<file path="config.mk">
export PLATFORM = sky130hd
export DESIGN_NAME = rom_password_top
export DESIGN_NICKNAME = d
export VERILOG_FILES = /design/src/rtl/rom_password_top.sv
export SDC_FILE = /design/constraint.sdc
export NUM_CORES = 1
export LEC_CHECK = 0
export BUFFER_PORTS_ARGS = -buffer_cell sky130_fd_sc_hd__buf_2
export CELL_PAD_IN_SITES_DETAIL_PLACEMENT = 0
export CELL_PAD_IN_SITES_GLOBAL_PLACEMENT = 2
export CORE_AREA = 5 5 140 142
export DETAILED_ROUTE_END_ITERATION = 16
export DIE_AREA = 0 0 145 147
export PLACE_DENSITY_LB_ADDON = 0.1
export SLEW_MARGIN = 25
export SYNTH_ARGS = -nofsm -noshare
export SYNTH_HDL_FRONTEND = slang
export SYNTH_SLANG_ARGS = --single-unit
</file>
<file path="constraint.sdc">
create_clock -name clock -period 4.4 [get_ports clock]
set_input_delay 0.44 -clock clock [delete_from_list [all_inputs] [get_ports clock]]
set_output_delay 0.44 -clock clock [all_outputs]
set_load 0.01 [all_outputs]
</file>
<file path="src/rtl/rom_password_top.sv">
// Password front-end for the memory-tester game: 4-nibble entry, check against
// an 8-entry store, authentication, RAM-access grant and password change.
module rom_password_top #(
   parameter int unsigned NUM_DIGITS = 4,
   parameter int unsigned NUM_USERS  = 8
) (
   input  logic       clock,
   input  logic       rst,
   input  logic       ROM_access,
   input  logic       rng_button,
   input  logic       auth_button,
   input  logic       log_out,
   input  logic [3:0] toggle_entry,
   input  logic [2:0] internal_id,
   output logic       auth_bit,
   output logic       red_led,
   output logic       green_led,
   output logic       RAM_access,
   output logic       password_change
);

   localparam logic [2:0] IDLE   = 3'd0;
   localparam logic [2:0] ENTRY  = 3'd1;
   localparam logic [2:0] CHECK  = 3'd2;
   localparam logic [2:0] AUTH   = 3'd3;
   localparam logic [2:0] CHANGE = 3'd4;
   localparam logic [2:0] FAIL   = 3'd5;

   localparam logic [1:0] LAST_DIGIT = 2'(NUM_DIGITS - 1);

   logic [2:0]  state;
   logic [1:0]  count;
   logic [15:0] entry;
   logic        auth_prev;
   logic        rng_prev;
   logic [15:0] store [NUM_USERS];

   logic        auth_press;
   logic        rng_press;
   logic [15:0] entry_next;
   logic        store_we;

   function automatic logic [15:0] default_pw(input logic [2:0] id);
      case (id)
         3'd0:    default_pw = 16'h1234;
         3'd1:    default_pw = 16'h5A5A;
         3'd2:    default_pw = 16'hC0DE;
         3'd3:    default_pw = 16'h0F0F;
         3'd4:    default_pw = 16'h47E3;
         3'd5:    default_pw = 16'hBEEF;
         3'd6:    default_pw = 16'h9876;
         default: default_pw = 16'h2468;
      endcase
   endfunction

   assign auth_press = auth_button & ~auth_prev;
   assign rng_press  = rng_button & ~rng_prev;
   assign entry_next = {entry[11:0], toggle_entry};
   assign green_led  = auth_bit;

   // Same gating as the CHANGE branch below: only a live, non-logout 4th press writes.
   assign store_we = ROM_access && !log_out && (state == CHANGE) && auth_press
                     && (count == LAST_DIGIT);

   always_ff @(posedge clock or posedge rst) begin
      if (rst) begin
         auth_prev <= 1'b0;
         rng_prev  <= 1'b0;
      end else begin
         auth_prev <= auth_button;
         rng_prev  <= rng_button;
      end
   end

   always_ff @(posedge clock or posedge rst) begin
      if (rst) begin
         for (int unsigned i = 0; i < NUM_USERS; i++)
            store[i] <= default_pw(3'(i));
      end else if (store_we) begin
         store[internal_id] <= entry_next;
      end
   end

   always_ff @(posedge clock or posedge rst) begin
      if (rst) begin
         state           <= IDLE;
         count           <= '0;
         entry           <= '0;
         auth_bit        <= 1'b0;
         red_led         <= 1'b0;
         RAM_access      <= 1'b0;
         password_change <= 1'b0;
      end else if (!ROM_access) begin
         state           <= IDLE;
         count           <= '0;
         entry           <= '0;
         auth_bit        <= 1'b0;
         red_led         <= 1'b0;
         RAM_access      <= 1'b0;
         password_change <= 1'b0;
      end else if (log_out) begin
         state           <= ENTRY;
         count           <= '0;
         entry           <= '0;
         auth_bit        <= 1'b0;
         red_led         <= 1'b0;
         RAM_access      <= 1'b0;
         password_change <= 1'b0;
      end else begin
         case (state)
            IDLE: state <= ENTRY;
            ENTRY: begin
               if (auth_press) begin
                  entry <= entry_next;
                  if (count == LAST_DIGIT) begin
                     count <= '0;
                     state <= CHECK;
                  end else begin
                     count <= count + 2'd1;
                  end
               end
            end
            CHECK: begin
               if (entry == store[internal_id]) begin
                  state    <= AUTH;
                  auth_bit <= 1'b1;
                  red_led  <= 1'b0;
               end else begin
                  state    <= FAIL;
                  auth_bit <= 1'b0;
                  red_led  <= 1'b1;
               end
            end
            AUTH: begin
               if (rng_press)
                  RAM_access <= 1'b1;
               if (auth_press) begin
                  state           <= CHANGE;
                  count           <= '0;
                  password_change <= 1'b1;
               end
            end
            CHANGE: begin
               if (auth_press) begin
                  entry <= entry_next;
                  if (count == LAST_DIGIT) begin
                     count           <= '0;
                     state           <= AUTH;
                     password_change <= 1'b0;
                  end else begin
                     count <= count + 2'd1;
                  end
               end
            end
            FAIL: begin
               // The clearing press is already the first digit of the next attempt.
               if (auth_press) begin
                  red_led <= 1'b0;
                  entry   <= {12'h000, toggle_entry};
                  count   <= 2'd1;
                  state   <= ENTRY;
               end
            end
            default: state <= IDLE;
         endcase
      end
   end

endmodule

</file>
## Word-level counts from Yosys, hierarchy flattened

Cells that the tools add are included.

| word-level totals | value |
|---|---|
| register bits | 155 |
| output and inout port bits | 5 |
| logic and storage cells | 107 |

| operators by class | value |
|---|---|
| $add $sub $neg | 1 |
| $lt $le $gt $ge | 2 |
| eq/ne operators | 21 |
| muxes and demuxes | 47 |
| bitwise gates (word level) | 5 |
| reduce and logical (&&, ||, !) cells | 14 |

Operators with widths:

| kind | number |
|---|---|
| $bwmux W128 | 1 |
| $mux W16 | 7 |
| $bmux W16 S3 | 1 |
| $demux W16 S3 | 1 |
| $pmux W16 S2 | 1 |
| $mux W3 | 9 |
| $ne A4 B4 Y1 const B | 5 |
| $pmux W3 S6 | 1 |
| $mux W1 | 17 |
| $eq A16 B16 Y1 | 1 |
| $mux W2 | 6 |
| $ne A3 B1 Y1 const B | 3 |
| $ne A4 B1 Y1 const B | 2 |
| $ne A4 B2 Y1 const B | 2 |
| $reduce_and A4 Y1 | 2 |
| $eq A3 B2 Y1 const B | 2 |
| $eq A3 B3 Y1 const B | 2 |
| $pmux W2 S3 | 1 |
| $reduce_and A6 Y1 | 1 |
| $logic_and A1 B1 Y1 | 5 |
| $ne A5 B2 Y1 const B | 1 |
| $ge A4 B4 Y1 const B | 1 |
| $lt A4 B1 Y1 const B | 1 |
| $ne A4 B3 Y1 const B | 1 |
| 12 further kinds | 16 |

## Depth between registers and ports, before layout

| logic depth | value |
|---|---|
| depth after elaboration | 9 |
| gate-level depth with buffers | 9 |
| mapped depth without buffers | 7 |

## Worst setup path after synthesis

Ideal clock, no wire load.

| timing path | value |
|---|---|
| path type | in2reg |
| start | in internal_id[0] |
| end | reg state[2] |
| library setup time | 0.126 ns |
| arrival | 2.143 ns |
| data required time | 4.274 ns |
| setup slack | 2.131 ns |
| stages on the path | 9 |
| path buffers | 2 |
| path through | buf_6 > buf_2 > mux2i_1 > a22o_1 > a221oi_1 > xor2_1 > nor4_1 > nand4_1 > o311a_1 |

| between the ends | value |
|---|---|
| longest elaborated chain between the ends | 9 |

RTL lines:

| element | line | RTL |
|---|---|---|
| start, declared | 14 | `input logic [2:0] internal_id,` |
| $not A3 Y4 (not written as such) | 124 | `if (entry == store[internal_id]) begin` |
| $bmux W16 S3 | 124 |  |
| $mux W16 (not written as such) (2 in a row) | 124 |  |
| $eq A16 B16 Y1 | 124 |  |
| $mux W3 | 124 |  |
| $pmux W3 S6 | 110 | `case (state)` |
| $mux W3 | 101 | `end else if (log_out) begin` |
| $mux W3 | 93 | `end else if (!ROM_access) begin` |
| end signal, assigned | 94 | `state <= IDLE;` |
| end signal, assigned | 102 | `state <= ENTRY;` |
| end signal, assigned | 111 | `IDLE: state <= ENTRY;` |
| end, declared | 31 | `logic [2:0] state;` |

Every way passes these cells. The select of a mux whose other input is x is not followed.
A chain may end at the register's enable or synchronous reset.

## Final worst setup path

| timing path | value |
|---|---|
| start | reg count[1] |
| end | reg store[61] in the netlist's numbering |

| between the ends | value |
|---|---|
| longest elaborated chain between the ends | 2 |

RTL lines:

| element | line | RTL |
|---|---|---|
| start, declared | 32 | `logic [1:0] count;` |
| start signal, assigned | 119 | `count <= count + 2'd1;` |
| start signal, assigned | 151 | `count <= count + 2'd1;` |
| $eq A2 B2 Y1 | 63 | `&& (count == LAST_DIGIT);` |
| $logic_and A1 B1 Y1 | 63 |  |
| end signal, assigned by index | 78 | `store[i] <= default_pw(3'(i));` |
| end signal, assigned by index | 80 | `store[internal_id] <= entry_next;` |
| end, declared | 36 | `logic [15:0] store [NUM_USERS];` |

Every way passes these cells.

==> flow_summary_export.csv <==
group,metric,value,unit
status,status,"finished clean",
timing,rsz0062_at_grt,"no",
cells_and_area,drive_gt1_share,49.1,%
worst_setup_path,startpoint_type,"flop",
worst_setup_path,worstRegToRegCells,7,
yosys,synth_top_family_by_area,"multiplexers",
worst_setup_path,crit_type,"flop to flop",
placement,hpwl,10800,um
grt,grt_pass1_wl,27600,um
clock_tree,insertion_delay,420,ps
die,die_height,147,um
drt,drc,0,
power_and_ir_drop,seqPwrFrac,49.6,%
clock_tree,cts.sinks,155,
power_and_ir_drop,leakagePower,3.64,nW
die,rows,50,
cells_and_area,register_area,0.00396,sq mm
power_and_ir_drop,p_switching,701,uW
cells_and_area,area_growth_syn_to_layout,11.4,%
yosys,synthSimpleGateAreaFrac,5.21,%
grt,gr-usage-all-layers,17.0,%
worst_setup_path,crit_path_frequent_cell,"nand2_1",
worst_setup_path,reg2reg_to,"store[61]",
clock_tree,cts_buffers,17,
power_and_ir_drop,clockPowerShare,45.9,%
grt,grt_overflow,0,
timing,finClkSkew,9.02,ps
clock_tree,cts_tree,"built",
cells_and_area,finish.utilization,44.3,%
yosys,synth_xor_area_share,1.92,%
placement,gp_congestion,0.757,
timing,period_share,70.8,%
worst_setup_path,crit_start,"count[1]",
clock_tree,clkTransAtPathRegs,60,ps
worst_setup_path,cp_data_required_time,4710,ps
yosys,syn_nets,556,
timing,fin_setup_tns,0,ps
timing,finalMaxSlewViolations,0,
drt,ant_nets,0,
yosys,avgSynthCellArea,13.5,sq um
worst_setup_path,slowest_stage,"nand2_1",
grt,antenna_found_initial,0,
yosys,synth.distinct_cells,40,
clock_tree,clock_path_buffers,2,
worst_setup_path,endpoint,"store[61]",
clock_tree,h-tree-depth,4,
yosys,muxShareOfSynthArea,30.3,%
die,dieArea,0.0213,sq mm
yosys,synthAdderAreaFrac,0.171,%
clock_tree,cts_resized,0,
cells_and_area,fillers,1682,
grt,grt_max_degree,81,
power_and_ir_drop,p_total,2.92,mW
drt,wl,17200,um
placement,io_buffers,17,
worst_hold_path,hold_path.class,"primary input to flop",
power_and_ir_drop,peakVddDrop,0.256,mV
cells_and_area,nets,563,
timing,tightest_slew,1060,ps
worst_setup_path,crit_arrival,3420,ps
die,start_util,39.8,%
worst_setup_path,path_cells,"ha_1 -> nand2_1 -> nor4_1 -> nand2_1 -> nor2_1 -> nand2_1 -> mux2_2",
drt,drtIter0Drc,235,
yosys,syn_area,0.00730,sq mm
worst_setup_path,rr_startpoint,"count[1]",
drt,num_vias,4318,
yosys,synth_seq_cells,155,
yosys,synth_edf_count,0,
worst_setup_path,reg2reg_setup_slack,1280,ps
placement,place_area,0.00758,sq mm
grt,grt_pass1_vias,4636,
die,core,0.0183,sq mm
cells_and_area,final_area,0.00813,sq mm
yosys,synth_warnings,0,
cells_and_area,multi_input_area,0.00312,sq mm
timing,slew_headroom,29.4,%
power_and_ir_drop,comb_power_share,4.6,%
run,max-cap-violations,0,
timing,setup_violations,0,
power_and_ir_drop,swShare,24.0,%
yosys,async_flop_share,100,%
yosys,synth_cells,542,
yosys,synthFlopType,"dfrtp_1",
clock_tree,clock-root-buffer,"clkbuf_16",
yosys,synth_compound_area_share,4.99,%
die,io_pins,18,
power_and_ir_drop,power_density,360,mW/mm^2
worst_setup_path,cpPeakStageDelay,670,ps
drt,vias_per_cell,5.42,
yosys,yosysSeqAreaShare,54.3,%
timing,hold_viol,0,
cells_and_area,diodes,0,
drt,post_drt_wl_per_cell,21.7,um
drt,first_pass_iters,4,
die,die_x,145,um
power_and_ir_drop,internal_power,2.22,mW
worst_setup_path,end_kind,"flop",
clock_tree,holdBufCountCts,0,
worst_setup_path,path_max_fanout,16,
timing,max_freq,0.321,GHz
clock_tree,post-cts-setup-buffer-count,0,
timing,min_period,3120,ps
-- layout make-up --
cell class	count	area share, %
Inverter	2	0.139
Multi-Input combinational cell	341	38.4
Timing Repair Buffer	32	2.53
Sequential cell	155	48.7
Clock buffer	21	5.54
Clock inverter	11	1.06
Tap cell	234	3.60
-- layout by cell type (no fill, tap or decap), drive strengths merged, types with 3 or more instances in the layout --
cell,n
a211oi,3
a21oi,3
a221oi,8
a22o,8
a31oi,3
buf,32
clkbuf,21
clkinvlp,6
dfrtp,91
dfstp,64
inv,5
mux2,129
mux2i,40
mux4,16
nand2,51
nand3,4
nor2,12
nor2b,6
nor4,5
o21ai,20
xnor2,8
xor2,8
-- per-layer routing --
metal  vias to the layer above  routed length, um  track usage, %
met3                        13                488            3.55
met1                      2272               8070            23.6
met2                        54               8470            27.0
met5                         -                  0               0
met4                         0                206            5.27
li1                       1979                  -               -
-- cells by family (layout without fill, tap and decap cells) --
family                     after synthesis  count (layout)
buffers and inverters                   46              66
xor gates and xnor gates                16              16
DFF                                    155             155
and+or+nand+nor                         86              86
muxes                                  185             185
AOI/OAI and AO/OA                       53              53
adders and majority gates                1               1
-- Yosys cell counts (all sizes together), types with 2 or more instances --
cell | number | area [sq um]
mux4 | 16 | 360
dfstp | 64 | 1680
inv | 2 | 7.51
a221oi | 8 | 70.1
dfrtp | 91 | 2280
a211oi | 3 | 22.5
nand2b | 2 | 12.5
xor2 | 8 | 70.1
buf | 16 | 115
nor2 | 12 | 45.0
a21oi | 3 | 15.0
mux2i | 40 | 400
nand3 | 4 | 20.0
nor3 | 2 | 15.0
mux2 | 129 | 1450
nand3b | 2 | 15.0
a22o | 8 | 70.1
o21ai | 20 | 100
nand2 | 51 | 191
nor4 | 5 | 31.3
clkbuf | 28 | 105
nor2b | 6 | 37.5
a31oi | 3 | 18.8
xnor2 | 8 | 70.1
-- stage by stage --
step | worst slack, ps | hold slack (ps) | instances
after global routing | 1010 | 121 | 796
after detailed placement | 1150 | 493 | 764
after floorplan | 2050 | 469 | 542
after global placement | 1240 | 483 | 764
final | 1280 | 139 | 796
after CTS | 1220 | 113 | 796
-- worst min path at each step --
stage	cells past startpoint	slack (ps)	start	endpoint
global route	1	120	rng_button	rng_prev
CTS	1	110	rng_button	rng_prev
finish	1	140	rng_button	rng_prev
detailed placement	1	490	store[90]	store[90]
global placement	1	480	store[113]	store[113]
floorplan	2	470	entry[12]	entry[12]
-- power groups by stage --
| stage | sequential (mW) | combinational, mW | clock [mW] |
|---|---|---|---|
| after floorplan | 1.46 | 0.103 | 0 |
| after global placement | 1.47 | 0.134 | 0 |
| after detailed placement | 1.47 | 0.136 | 0 |
| after CTS | 1.45 | 0.136 | 1.40 |
| after global routing | 1.45 | 0.150 | 1.45 |
| final | 1.45 | 0.133 | 1.34 |
-- flip-flops by register name, indices dropped and copies added (netlist names) --
signal	count
RAM_access	1
auth_bit	1
auth_prev	1
count	2
entry	16
password_change	1
red_led	1
rng_prev	1
state	3
store	128
-- critical path: cells and delay by family, from the launching register on --
kind,cells,cell delay [ps]
flops,1,390
simple gates,5,1730
mux,1,530
fa+ha+maj,1,320
(Power assumes the default switching activity.)
